$ cat src/rtl/net_engine_pkg.sv
// Shared types and constants for the convolution engine datapath.
package net_engine_pkg;

    localparam int DATA_WIDTH    = 32;
    localparam int KERNAL_SIZE   = 3;
    localparam int MAX_IMG_WIDTH = 64;
    localparam int DIM_BITS      = 8;
    localparam int LB_ADDR_W     = $clog2(MAX_IMG_WIDTH);

    typedef enum logic [1:0] {
        ST_IDLE = 2'd0,
        ST_RUN  = 2'd1,
        ST_DONE = 2'd2
    } win_state_t;

    localparam int WIN_1 = 0;
    localparam int WIN_2 = 1;
    localparam int WIN_3 = 2;
    localparam int WIN_4 = 3;
    localparam int WIN_5 = 4;
    localparam int WIN_6 = 5;
    localparam int WIN_7 = 6;
    localparam int WIN_8 = 7;
    localparam int WIN_9 = 8;
    localparam int WIN_N = KERNAL_SIZE * KERNAL_SIZE;

    localparam logic [DIM_BITS-1:0] MIN_DIM = DIM_BITS'(KERNAL_SIZE);
    localparam logic [DIM_BITS-1:0] MAX_W_D = DIM_BITS'(MAX_IMG_WIDTH);

    function automatic logic dims_ok(input logic [DIM_BITS-1:0] w,
                                     input logic [DIM_BITS-1:0] h);
        return (w >= MIN_DIM) && (w <= MAX_W_D) && (h >= MIN_DIM);
    endfunction

endpackage

$ cat src/rtl/conv_line_buffer.sv
// Single-port line buffer: async read of the write address returns the old word.
module conv_line_buffer #(
    parameter int DATA_WIDTH = 32,
    parameter int DEPTH      = 64,
    parameter int ADDR_W     = $clog2(DEPTH)
) (
    input  logic                  C_IN_CLK,
    input  logic                  C_IN_WE,
    input  logic [ADDR_W-1:0]     D_IN_ADDR,
    input  logic [DATA_WIDTH-1:0] D_IN_WDATA,
    output logic [DATA_WIDTH-1:0] D_OUT_RDATA
);

    logic [DATA_WIDTH-1:0] mem [DEPTH];

    always_ff @(posedge C_IN_CLK) begin
        if (C_IN_WE)
            mem[D_IN_ADDR] <= D_IN_WDATA;
    end

    assign D_OUT_RDATA = mem[D_IN_ADDR];

endmodule

$ cat src/rtl/conv_window_gen.sv
// Streams a row-major image through two line buffers and emits every
// fully-populated 3x3 window, one per accepted pixel once row>=2 and col>=2.
module conv_window_gen
    import net_engine_pkg::*;
(
    input  logic                  C_IN_CLK,
    input  logic                  C_IN_RST,
    input  logic                  C_IN_START,
    input  logic [DIM_BITS-1:0]   D_IN_IMG_WIDTH,
    input  logic [DIM_BITS-1:0]   D_IN_IMG_HEIGHT,
    input  logic                  C_IN_DATA_VALID,
    input  logic [DATA_WIDTH-1:0] D_IN_DATA,
    output logic                  C_OUT_DATA_VALID,
    output logic [DATA_WIDTH-1:0] D_OUT_WIN_1,
    output logic [DATA_WIDTH-1:0] D_OUT_WIN_2,
    output logic [DATA_WIDTH-1:0] D_OUT_WIN_3,
    output logic [DATA_WIDTH-1:0] D_OUT_WIN_4,
    output logic [DATA_WIDTH-1:0] D_OUT_WIN_5,
    output logic [DATA_WIDTH-1:0] D_OUT_WIN_6,
    output logic [DATA_WIDTH-1:0] D_OUT_WIN_7,
    output logic [DATA_WIDTH-1:0] D_OUT_WIN_8,
    output logic [DATA_WIDTH-1:0] D_OUT_WIN_9,
    output logic                  C_OUT_BUSY,
    output logic                  C_OUT_FRAME_DONE,
    output logic                  C_OUT_CFG_ERR
);

    win_state_t state_q, state_d;

    logic [DIM_BITS-1:0]   w_q, h_q;
    logic [DIM_BITS-1:0]   row_q, col_q;
    logic                  valid_q, err_q;
    logic [DATA_WIDTH-1:0] win_q [WIN_N];
    logic [DATA_WIDTH-1:0] lba_rd, lbb_rd;

    logic start_ok, accept, last_col, last_row, last_pix;

    assign start_ok = dims_ok(D_IN_IMG_WIDTH, D_IN_IMG_HEIGHT);
    assign accept   = (state_q == ST_RUN) && C_IN_DATA_VALID && !C_IN_START;
    assign last_col = (col_q == w_q - 1'b1);
    assign last_row = (row_q == h_q - 1'b1);
    assign last_pix = last_col && last_row;

    conv_line_buffer #(
        .DATA_WIDTH (DATA_WIDTH),
        .DEPTH      (MAX_IMG_WIDTH),
        .ADDR_W     (LB_ADDR_W)
    ) u_lb_a (
        .C_IN_CLK    (C_IN_CLK),
        .C_IN_WE     (accept),
        .D_IN_ADDR   (col_q[LB_ADDR_W-1:0]),
        .D_IN_WDATA  (lbb_rd),
        .D_OUT_RDATA (lba_rd)
    );

    conv_line_buffer #(
        .DATA_WIDTH (DATA_WIDTH),
        .DEPTH      (MAX_IMG_WIDTH),
        .ADDR_W     (LB_ADDR_W)
    ) u_lb_b (
        .C_IN_CLK    (C_IN_CLK),
        .C_IN_WE     (accept),
        .D_IN_ADDR   (col_q[LB_ADDR_W-1:0]),
        .D_IN_WDATA  (D_IN_DATA),
        .D_OUT_RDATA (lbb_rd)
    );

    always_ff @(posedge C_IN_CLK or posedge C_IN_RST) begin
        if (C_IN_RST)
            state_q <= ST_IDLE;
        else
            state_q <= state_d;
    end

    // START overrides everything, including an in-flight frame
    always_comb begin
        state_d = state_q;
        unique case (state_q)
            ST_IDLE: state_d = ST_IDLE;
            ST_RUN:  if (accept && last_pix) state_d = ST_DONE;
            ST_DONE: state_d = ST_IDLE;
            default: state_d = ST_IDLE;
        endcase
        if (C_IN_START)
            state_d = start_ok ? ST_RUN : ST_IDLE;
    end

    always_ff @(posedge C_IN_CLK or posedge C_IN_RST) begin
        if (C_IN_RST) begin
            w_q     <= '0;
            h_q     <= '0;
            row_q   <= '0;
            col_q   <= '0;
            valid_q <= 1'b0;
            err_q   <= 1'b0;
            for (int i = 0; i < WIN_N; i++)
                win_q[i] <= '0;
        end else begin
            valid_q <= 1'b0;
            if (C_IN_START) begin
                err_q <= !start_ok;
                row_q <= '0;
                col_q <= '0;
                if (start_ok) begin
                    w_q <= D_IN_IMG_WIDTH;
                    h_q <= D_IN_IMG_HEIGHT;
                end
            end else if (accept) begin
                win_q[WIN_1] <= win_q[WIN_2];
                win_q[WIN_2] <= win_q[WIN_3];
                win_q[WIN_3] <= lba_rd;
                win_q[WIN_4] <= win_q[WIN_5];
                win_q[WIN_5] <= win_q[WIN_6];
                win_q[WIN_6] <= lbb_rd;
                win_q[WIN_7] <= win_q[WIN_8];
                win_q[WIN_8] <= win_q[WIN_9];
                win_q[WIN_9] <= D_IN_DATA;
                valid_q <= (row_q >= 2) && (col_q >= 2);
                if (last_col) begin
                    col_q <= '0;
                    row_q <= row_q + 1'b1;
                end else begin
                    col_q <= col_q + 1'b1;
                end
            end
        end
    end

    assign C_OUT_DATA_VALID = valid_q;
    assign C_OUT_BUSY       = (state_q == ST_RUN);
    assign C_OUT_FRAME_DONE = (state_q == ST_DONE);
    assign C_OUT_CFG_ERR    = err_q;

    assign D_OUT_WIN_1 = win_q[WIN_1];
    assign D_OUT_WIN_2 = win_q[WIN_2];
    assign D_OUT_WIN_3 = win_q[WIN_3];
    assign D_OUT_WIN_4 = win_q[WIN_4];
    assign D_OUT_WIN_5 = win_q[WIN_5];
    assign D_OUT_WIN_6 = win_q[WIN_6];
    assign D_OUT_WIN_7 = win_q[WIN_7];
    assign D_OUT_WIN_8 = win_q[WIN_8];
    assign D_OUT_WIN_9 = win_q[WIN_9];

endmodule

$ cat config.mk
export PLATFORM = sky130hd
export DESIGN_NAME = conv_window_gen
export DESIGN_NICKNAME = d
export VERILOG_FILES = /design/src/rtl/net_engine_pkg.sv /design/src/rtl/conv_line_buffer.sv /design/src/rtl/conv_window_gen.sv
export SDC_FILE = /design/constraint.sdc
export NUM_CORES = 2
export LEC_CHECK = 0
export CORE_ASPECT_RATIO = 0.6
export CORE_MARGIN = 5
export CORE_UTILIZATION = 40
export DETAILED_ROUTE_END_ITERATION = 8
export SLEW_MARGIN = 0
export SYNTH_ARGS = -nofsm -noshare
export SYNTH_HDL_FRONTEND = slang
export SYNTH_HIERARCHICAL = 1
export SYNTH_SLANG_ARGS = --single-unit
$ cat constraint.sdc
create_clock -name C_IN_CLK -period 14.5 [get_ports C_IN_CLK]
set_clock_uncertainty 0.2 [all_clocks]
set_input_delay 2.9 -clock C_IN_CLK [delete_from_list [all_inputs] [get_ports C_IN_CLK]]
set_output_delay 2.9 -clock C_IN_CLK [all_outputs]
set_load 0.005 [all_outputs]
==> results.json <==
{
  "status": "finished with violations",
  "violations": "capacitance limit, slew limit",
  "wl_um": 523000,
  "grt_pass1_vias": 90216,
  "hp-start": "D_OUT_WIN_5[9]",
  "mostFrequentLayoutCell": "edfxtp_1",
  "finalMaxSlewViolations": 5,
  "synth_cell_type_count": 74,
  "netlist.area_leader.share_pct": 72.6,
  "drcViolationCount": 0,
  "r2r_end": "D_OUT_WIN_3[26]",
  "r2r_slack_ps": 7410,
  "clk_latency_ps": 980,
  "gr-total-overflow": 0,
  "syn_to_final_growth_pct": 14.4,
  "cp-start-kind": "register",
  "grt_use_total_pct": 23.0,
  "drtAntennaViolNets": 0,
  "synth-edff-count": 4096,
  "top_layer": "met5",
  "ys_async_sr_fraction_pct": 7.33,
  "worstRegToRegCells": 10,
  "crit_type": "reg2reg",
  "drt-met1-wl_um": 221000,
  "synth_area_leader_cell": "edfxtp_1",
  "syn_area_um2": 169000,
  "ir_worst_vdd_mv": 0.100,
  "slew_headroom_pct": -4.51,
  "die_w_um": 850,
  "final-seq-area_um2": 131000,
  "finalCritPeriodShare_pct": 48.9,
  "dp_hpwl_um": 317000,
  "finalHoldViolations": 0,
  "worst_slew_pin_slew_ps": 1520,
  "core_area_um2": 423000,
  "synth_fp_nets": 9302,
  "setup_viol": 0,
  "io_buffers": 343,
  "critPathMaxFanout": 70,
  "wl_met2_um": 207000,
  "p_leak_nw": 61.2,
  "rsz0062_at_grt": "false",
  "io_pins": 344,
  "drtIter0Drc": 15251,
  "die_area_um2": 437000,
  "required_ps": 15060,
  "layout-drive-gt1-share_pct": 19.4,
  "grt_max_degree": 121,
  "cts_tree": "built",
  "post_cts_buffers": 0,
  "multi_input_area_um2": 36900,
  "min_period_ps": 7090,
  "yosysSeqAreaShare_pct": 77.4,
  "grt_pass1_wl_um": 723000,
  "numCtsBuffers": 402,
  "cts-root-buf": "clkbuf_16",
  "postLayoutCoreUtil_pct": 45.8,
  "cap_violations": 3,
  "synthFlopType": "edfxtp_1",
  "die_h_um": 514,
  "worstSetupEndpointType": "register",
  "arrival_ps": 7650,
  "power_per_cell_area_nw_per_um2": 141,
  "wl_per_cell_um": 33.5,
  "hp-class": "reg2reg",
  "fmax_mhz": 141,
  "wl_met3_um": 80500,
  "cts_sinks": 4420,
  "min_path_cells": 1,
  "avgSynthCellArea_um2": 18.3,
  "netlist_instances": 9244,
  "dr_total_vias": 97007,
  "path_clk_slew_ps": 70,
  "tns_ps": 0,
  "hold_buffers": 0,
  "mostFrequentLayoutCells": "4096 x edfxtp_1, 598 x mux2_2, 509 x mux2i_1",
  "yosysWarnings": 6,
  "antenna_found_initial": 51,
  "finalNetCount": 9705,
  "rows": 185,
  "nFillCells": 35190,
  "min_to": "D_OUT_WIN_4[9]",
  "cts_max_level": 5,
  "first_pass_iters": 9,
  "globalplace.congestion": 0.941,
  "synth_area_leaders": "edfxtp_1 73%, dfrtp_1 4.8%, mux2_2 4.0%",
  "ys_ff_latch": 4420,
  "vias_per_cell": 6.21,
  "start_util_pct": 40.1,
  "r2r_start": "col_q[1]",
  "clockBufferDepth": 4,
  "cts_resized": 0
}
==> sequential cells by signal, summed over array words and instances, names as in the netlist, 2 cells and up <==
signal,count
D_OUT_WIN_6,32
D_OUT_WIN_4,32
D_OUT_WIN_8,32
D_OUT_WIN_9,32
D_OUT_WIN_5,32
w_q,8
D_OUT_WIN_3,32
state_q,2
D_OUT_WIN_2,32
row_q,8
D_OUT_WIN_7,32
D_OUT_WIN_1,32
u_lb_b/mem,2048
u_lb_a/mem,2048
col_q,8
h_q,8
==> worst max-delay path, cell delays in order, from the launching register on <==
cell and delay [ps]:
dfrtp_4 800, buf_4 590, buf_4 600, buf_4 630
inv_8 320, buf_4 520, o21ai_0 600, nand3_1 300
a2111oi_0 1270, nand3_1 350, mux2_2 370
==> report_power, final <==
group	switching, mW	leakage, nW	internal (mW)
clock	4.70	6.27	5.84
combinational	1.02	14.0	1.04
sequential	0.345	40.9	14.3
==> cells in the mapped netlist, drive strengths merged (28+ instances only) <==
cell     count
a2111oi     33
a211oi      36
a21oi      251
a221o       30
a221oi     350
a222oi      32
a22o       132
a22oi      377
a31oi       87
and3       170
buf        263
clkbuf     375
dfrtp      324
edfxtp    4096
mux2       599
mux2i      520
mux4       192
nand2       64
nand2b      41
nand3      115
nor2       302
nor3        55
nor4        32
o21ai      173
o22a       140
o22ai      186
o2bb2ai     30
or4         39
or4b        28
==> worst max path at each step <==
stage                  endpoint  cells past startpoint  slack, ps        from
6_report        D_OUT_WIN_3[26]                     10       7410    col_q[1]
5_1_grt         D_OUT_WIN_3[18]                     12       7260    col_q[2]
4_1_cts         D_OUT_WIN_3[26]                     12       7600    col_q[2]
3_5_place_dp   u_lb_a/mem[3][7]                      8       7630  C_IN_START
3_3_place_gp     D_OUT_WIN_3[2]                     12       6940    col_q[2]
2_1_floorplan     C_OUT_CFG_ERR                      1       2430    C_IN_RST
==> through the flow <==
step                      cells  power [mW]  setup WS, ps  hold WS (ps)  area, um2
after floorplan            9244        15.6          2430           274     169000
after global placement    14840        17.0          6940           280     180000
after detailed placement  14844        17.0          7630           292     181000
after CTS                 15576        27.5          7600           309     193000
after global routing      15589        28.1          7260           318     194000
final                     15632        27.3          7410           306     194000
==> routing by layer <==
layer / GRT usage [%] / vias to the layer above
met5: 2.08 / -
met4: 4.76 / 32
met3: 9.02 / 702
met2: 30.1 / 6639
met1: 35.6 / 50717
li1: - / 38917
==> layout make-up <==
type,count,area share [%]
clock buffers,506,5.56
flip-flops and latches,4420,67.7
multi-input cells,4172,19.1
repair buffers,637,2.89
well taps,5610,3.62
inverters,14,0.0388
diodes,47,0.0607
clock inverters,226,1.05
==> cells by family (layout without fill, tap and decap cells) <==
group                    after synthesis  count (layout)  synth area share [%]
buffers and inverters                652            1383                  1.69
AO/OA/AOI/OAI                       1904            1904                  8.24
flip-flops                          4420            4420                  77.4
XOR/XNOR                              22              22                 0.114
other                                  0              47                     0
adder cells (fa/ha/maj)                6               6                0.0443
multiplexers                        1311            1311                  9.61
AND/OR/NAND/NOR                      929             929                  2.90
(Power assumes the default switching activity.)
